$ cat src/rtl/serdes_link_arbiter.sv
// Round-robin arbiter that shares one serdes parallel input among NUM_REQ requesters.
// A grant is held for up to BURST_LEN beats, then priority rotates past the owner.
module serdes_link_arbiter #(
    parameter int DATA_WIDTH = 8,
    parameter int NUM_REQ    = 4,
    parameter int BURST_LEN  = 4
) (
    input  logic                          clk_i,
    input  logic                          rst_n_i,
    input  logic                          enable_i,
    input  logic [NUM_REQ-1:0]            req_valid_i,
    input  logic [NUM_REQ*DATA_WIDTH-1:0] req_data_i,
    output logic [NUM_REQ-1:0]            req_ready_o,
    output logic [DATA_WIDTH-1:0]         link_data_o,
    output logic                          link_valid_o,
    input  logic                          link_ready_i,
    output logic [$clog2(NUM_REQ)-1:0]    grant_id_o,
    output logic                          busy_o
);

    localparam int ID_W  = $clog2(NUM_REQ);
    localparam int CNT_W = $clog2(BURST_LEN + 1);

    typedef enum logic {
        ST_IDLE  = 1'b0,
        ST_GRANT = 1'b1
    } state_t;

    state_t            r_state;
    logic [ID_W-1:0]   r_owner;
    logic [ID_W-1:0]   r_rr_ptr;
    logic [CNT_W-1:0]  r_beat_cnt;

    logic [DATA_WIDTH-1:0] w_req_data [NUM_REQ];
    logic [ID_W-1:0]       w_pick;
    logic                  w_found;
    int                    w_idx;
    logic                  w_grant;
    logic                  w_owner_valid;
    logic                  w_xfer;
    logic                  w_last;
    logic                  w_release;
    logic [ID_W-1:0]       w_next_ptr;

    generate
        for (genvar gi = 0; gi < NUM_REQ; gi++) begin : g_unpack
            assign w_req_data[gi] = req_data_i[gi*DATA_WIDTH +: DATA_WIDTH];
        end
    endgenerate

    // First valid requester at or after rr_ptr, wrapping modulo NUM_REQ.
    always_comb begin
        w_pick  = '0;
        w_found = 1'b0;
        w_idx   = 0;
        for (int i = 0; i < NUM_REQ; i++) begin
            w_idx = (int'(r_rr_ptr) + i) % NUM_REQ;
            if (!w_found && req_valid_i[ID_W'(w_idx)]) begin
                w_found = 1'b1;
                w_pick  = ID_W'(w_idx);
            end
        end
    end

    assign w_grant       = (r_state == ST_GRANT);
    assign w_owner_valid = req_valid_i[r_owner];
    assign w_xfer        = w_grant && w_owner_valid && link_ready_i;
    assign w_last        = (r_beat_cnt == CNT_W'(BURST_LEN - 1));
    // An owner that drops valid gives up the rest of its burst.
    assign w_release     = w_grant && ((w_xfer && w_last) || !w_owner_valid);
    assign w_next_ptr    = (r_owner == ID_W'(NUM_REQ - 1)) ? '0 : r_owner + 1'b1;

    always_comb begin
        link_valid_o = 1'b0;
        link_data_o  = '0;
        req_ready_o  = '0;
        grant_id_o   = '0;
        busy_o       = 1'b0;
        if (w_grant) begin
            link_valid_o         = w_owner_valid;
            link_data_o          = w_req_data[r_owner];
            req_ready_o[r_owner] = link_ready_i;
            grant_id_o           = r_owner;
            busy_o               = 1'b1;
        end
    end

    always_ff @(posedge clk_i or negedge rst_n_i) begin
        if (!rst_n_i) begin
            r_state    <= ST_IDLE;
            r_owner    <= '0;
            r_rr_ptr   <= '0;
            r_beat_cnt <= '0;
        end else begin
            case (r_state)
                ST_IDLE: begin
                    if (enable_i && w_found) begin
                        r_owner    <= w_pick;
                        r_beat_cnt <= '0;
                        r_state    <= ST_GRANT;
                    end
                end
                ST_GRANT: begin
                    if (w_release) begin
                        r_rr_ptr   <= w_next_ptr;
                        r_beat_cnt <= '0;
                        r_state    <= ST_IDLE;
                    end else if (w_xfer) begin
                        r_beat_cnt <= r_beat_cnt + 1'b1;
                    end
                end
                default: r_state <= ST_IDLE;
            endcase
        end
    end

endmodule

$ cat config.mk
export PLATFORM = sky130hd
export DESIGN_NAME = serdes_link_arbiter
export DESIGN_NICKNAME = d
export VERILOG_FILES = /design/src/rtl/serdes_link_arbiter.sv
export SDC_FILE = /design/constraint.sdc
export NUM_CORES = 1
export LEC_CHECK = 0
export BUFFER_PORTS_ARGS = -buffer_cell sky130_fd_sc_hd__buf_2
export CORE_ASPECT_RATIO = 1.4
export CORE_MARGIN = 4
export CORE_UTILIZATION = 42
export DETAILED_ROUTE_END_ITERATION = 16
export GPL_TIMING_DRIVEN = 1
export PLACE_DENSITY = 0.8
export SLEW_MARGIN = 20
export SYNTH_ARGS = -nofsm -noshare
export SYNTH_HDL_FRONTEND = slang
export SYNTH_SLANG_ARGS = --single-unit
$ cat constraint.sdc
create_clock -name clk_i -period 1.77 [get_ports clk_i]
set_input_delay 0 -clock clk_i [delete_from_list [all_inputs] [get_ports clk_i]]
set_output_delay 0 -clock clk_i [all_outputs]
set_load 0.01 [all_outputs]
### Yosys cells after proc, flatten, opt, wreduce, memory -nomap -nowiden

Index checks and enable logic that the tools add are counted.

* output and inout port bits: 16
* memories kept: 0
* memory bits (writable): 0
* register bits after elaboration: 8
* ROM bits: 0
* bits of input ports: 40
* bits in latches: 0

* div/mod/pow operators: 0
* order comparisons: 7
* $add $sub $neg: 5
* shifts and indexed selects: 0
* eq/ne operators: 4
* reductions and logical operators: 17
* mux-type cells: 40
* multiply operators: 0
* bitwise logic cells: 3

Operator list (count)
* 8-bit 2-to-1 mux: 3
* 1-bit 2-to-1 mux: 18
* 8-bit binary-select mux with 2-bit select: 1
* 2-bit by 4-bit less-than comparator with 1-bit output, second input constant: 4
* 2-bit 2-to-1 mux: 6
* 1-bit binary-select mux with 2-bit select: 5
* 1-bit logical AND: 9
* 3-bit 2-to-1 mux: 3
* 3-bit one-hot mux with 2 select lines: 1
* 2-bit AND reduction: 3
* 2-bit by 1-bit adder with 2-bit output, second input constant: 2
* 2-bit adder, second input constant: 2
* 4-bit AND: 1
* 1-bit zero test: 4
* 4-bit 2-to-1 mux: 1
* 3-bit by 1-bit adder with 3-bit output, second input constant: 1
* 3-bit by 2-bit == test with 1-bit output, second input constant: 1
* 3-bit >= comparator, second input constant: 1
* 2-bit by 3-bit less-than comparator with 1-bit output, second input constant: 1
* 3-bit by 1-bit != test with 1-bit output, second input constant: 1
* 2-bit inverter with 3-bit output: 1
* 1-bit demux with 2-bit select: 1
* 2-bit == test, second input constant: 1
* 2-bit by 1-bit >= comparator with 1-bit output, second input constant: 1
* other kinds (4): 4

### Depth between registers and ports, before layout

* depth after elaboration: 16
* gate-level depth with buffers: 6
* gate-level depth less buffers: 6

### Worst setup path after synthesis

Ideal clock, no wire load.

* path kind: register -> register
* start point: reg r_owner[0]
* end point: reg r_rr_ptr[1]
* arrival: 1361 ps
* data required time: 1642 ps
* slack: 282 ps
* path buffers: 0
* stages on the path, launching flop included: 5
* library setup time: 128 ps
* path through: dfrtp_1 > mux4_2 > nand2_1 > nand2_1 > mux2_1

* word-level cells in the longest chain between the ends: 8

Ends and longest elaborated chain
* start, declared: line 30 `logic [ID_W-1:0] r_owner;`
* start signal, assigned: line 98 `r_owner <= w_pick;`
* 1-bit binary-select mux with 2-bit select: line 66 `assign w_owner_valid = req_valid_i[r_owner];`
* 1-bit 2-to-1 mux (implied by the code): line 66
* 1-bit logical AND (2 in a row): line 67 `assign w_xfer = w_grant && w_owner_valid && link_ready_i;`
* 1-bit logical AND: line 70 `assign w_release = w_grant && ((w_xfer && w_last) || !w_owner_valid);`
* 1-bit logical OR: line 70
* 1-bit logical AND: line 70
* 2-bit AND reduction (no source line)
* end signal, assigned: line 105 `r_rr_ptr <= w_next_ptr;`
* end, declared: line 31 `logic [ID_W-1:0] r_rr_ptr;`

Several ways; a longest one is shown, not always the timed one. The select of a mux whose other input is x is not followed.
A chain may end at the register's enable or synchronous reset.

### Final worst setup path

* start point: reg r_owner[0]
* end point: out link_data_o[0]

* word-level cells in the longest chain between the ends: 5

Ends and longest elaborated chain
* 2-bit inverter with 3-bit output (implied by the code): line 81 `link_data_o = w_req_data[r_owner];`
* 8-bit binary-select mux with 2-bit select: line 81
* 8-bit 2-to-1 mux (implied by the code) (2 in a row): line 81
* 8-bit 2-to-1 mux: line 79 `if (w_grant) begin`
* end, declared: line 14 `output logic [DATA_WIDTH-1:0] link_data_o,`

Every way passes these cells. The select of a mux whose other input is x is not followed.

==> impl_results.md <==
- Ys Warns: 0
- Layout cells sized above 1: 51.8%
- Worst slew margin: 65.7%
- Seq/Total Area, Yosys: 23.3%
- Crit. End Element: primary output
- Final ANT Viol Nets: 0
- Final Critical Period: 1.66 ns
- Final Hold Fails: 0
- Total Neg Setup Slack: 0 ns
- GR Util All Layers: 16.6%
- First-pass GRT wire length: 3480 µm
- Num ports: 56
- Number of fill cells: 178
- Gr ovfl total: 0
- Reg2Reg Depth: 4
- CTS tree: done
- Post-Syn Area: 861 µm²
- Syn avg cell area: 10.4 µm²
- Worst hold margin: 0.0546 ns
- Final Wtd Congestion: 0.843
- TritonRoute pass-1 iters: 6
- Clk_skew: 0.00607 ns
- Crit path required time: 1.77 ns
- Hold Path End: r_state
- Antenna violations before repair: 0
- Row count: 19
- Net Count, Synth: 129
- Max cap viols: 0
- Routed vias: 930
- Final worst-path cycle share: 94.0%
- Worst-Margin Slew: 0.508 ns
- Worst Slack Setup Final: 0.106 ns
- CTS sink cnt: 8
- Port Buf Inserts: 55
- Iteration-0 DRC Markers: 22
- Horiz. Die Dim: 46.3 µm
- Clock buffer depth: 2
- Post-layout nets: 189
- Worst hold path stage count: 3
- Core area: 1950 µm²
- Critical Path Source Type: register
- WP data arrival: 1.66 ns
- N_diodes: 0
- Final setup fails: 0
- Peak supply drop: 0.730 mV
- Syn-to-layout area delta: 39.2%
- Starting Density: 44.2%
- Flop2flop setup slack: 0.25 ns
- Die Ht: 61.6 µm
- Status: finished, final reports clean
- Worst-Skew Late Latency: 0.25 ns
- Root Driver: clkbuf_4
- Number of global-route vias before repair: 846
- RR Startpoint: r_owner[0]
- DP Worst Slack: 0.243 ns
- Commonest non-fill, non-tap cell in the layout: buf_2
- Post-Syn Instances: 83
- Slew Limit Fails: 0
- Upper clock frequency limit: 601 MHz
- TritonCTS Buffers: 3
- PD cells: 1280 nW/µm²
- Drt via density: 5.74
- Most frequent cells in the layout: buf_2, mux4_2, and2_1, dfrtp_1
- CP max FO: 12
- Hpwl dp: 2000 µm
- DRC Markers: 0
- RSZ-0062 raised after global routing: false
- Leakage: 0.000634 µW
- Synth unique cells: 29
- Reg2reg end: r_rr_ptr[1]
- Final Power: 1530 µW
- WS Path Type: register to primary output
- Largest net degree at the start of global routing: 14
- Flops & latches, synth: 8
- Total routed wirelength: 2320 µm
- Routed WL per cell: 14.3 µm
- Clk pin slew, worst setup/hold paths: 0.06 ns
- Final Util: 61.5%
- Hold Crit Class: input pin to register
- Die area: 2850 µm²
- Worst Hold Launch: enable_i
- H-tree levels: 1
-- cell type report --
cell class / instances / area [µm²] / area share, %
Multi-Input combinational cell: 65 / 619 / 51.7
Clock buffer: 3 / 22.5 / 1.88
Tap cell: 21 / 26.3 / 2.19
Sequential cell: 8 / 200 / 16.7
Inverter: 6 / 22.5 / 1.88
Timing Repair Buffer: 59 / 308 / 25.7
-- kinds of logic after synthesis --
family	Yosys count	share of synthesized area [%]
fa+ha+maj	6	8.72
flops	8	23.3
compound gates	17	16.0
mux	12	27.3
buf+inv	10	4.80
simple gates	30	19.9
-- Yosys cell counts --
master	number	share of area (%)
a2111oi_0	1	1.0
a211o_1	1	1.0
a21o_1	3	2.6
a22o_4	1	2.0
a32oi_1	1	1.0
and2_1	8	5.8
and2_2	1	0.87
and3_1	4	2.9
buf_2	3	1.7
clkbuf_1	1	0.44
dfrtp_1	8	23
ha_1	6	8.7
inv_1	6	2.6
mux2_1	2	2.6
mux2i_1	1	1.2
mux4_2	9	24
nand2_1	5	2.2
nand2b_1	2	1.5
nand3_1	1	0.58
nand3b_1	2	1.7
nand4bb_1	1	1.3
nor2_1	4	1.7
nor2b_1	1	0.73
nor3_1	1	0.58
o2111ai_1	1	1.0
o21ai_0	5	2.9
o22ai_1	1	0.73
o31ai_1	2	1.7
o41ai_2	1	1.9
-- per-layer routing --
| metal | up-vias | part of all wire, % | track usage [%] |
|---|---|---|---|
| met1 | 430 | 34 | 17.1 |
| met2 | 61 | 50 | 30.7 |
| met3 | 6 | 15 | 4.68 |
| met5 | - | 0 | 0 |
| met4 | 0 | 0.82 | 6.50 |
| li1 | 433 | - | - |
-- power by group --
group          total [µW]  switching, µW  internal, µW
sequential            364            105           259
combinational        1030            484           547
clock                 140           62.4          77.6
-- through the flow --
stage	instances	instance area [µm²]
floorplan	83	861
finish	162	1200
detailed placement	158	1170
global placement	158	1170
CTS	162	1200
global route	162	1200
-- what timing repair did --
item                      in CTS  in global routing
hold buffers                   1                  0
gates resized for setup        0                  0
hold endpoints to repair       8                  0
setup buffers                  0                  0
-- registers in the layout, summed over array words and instances (netlist names) --
| signal | flops |
|---|---|
| r_owner | 2 |
| r_beat_cnt | 3 |
| r_rr_ptr | 2 |
| r_state | 1 |
-- worst max path at each step --
stage / startpoint / to / depth (start not counted)
3_5_place_dp: r_owner[0] / r_rr_ptr[1] / 4
6_report: r_owner[0] / link_data_o[0] / 4
3_3_place_gp: r_owner[0] / r_rr_ptr[1] / 4
5_1_grt: r_owner[0] / link_data_o[0] / 4
2_1_floorplan: r_owner[0] / r_rr_ptr[1] / 4
4_1_cts: r_owner[0] / link_data_o[0] / 4
-- worst max-delay path, stage by stage (launching register included) --
cell and delay (ns):
dfrtp_1 0.36, buf_4 0.23, mux4_2 0.51, and2_1 0.17, buf_2 0.13
No activity file was read; power rests on OpenSTA's default activity.
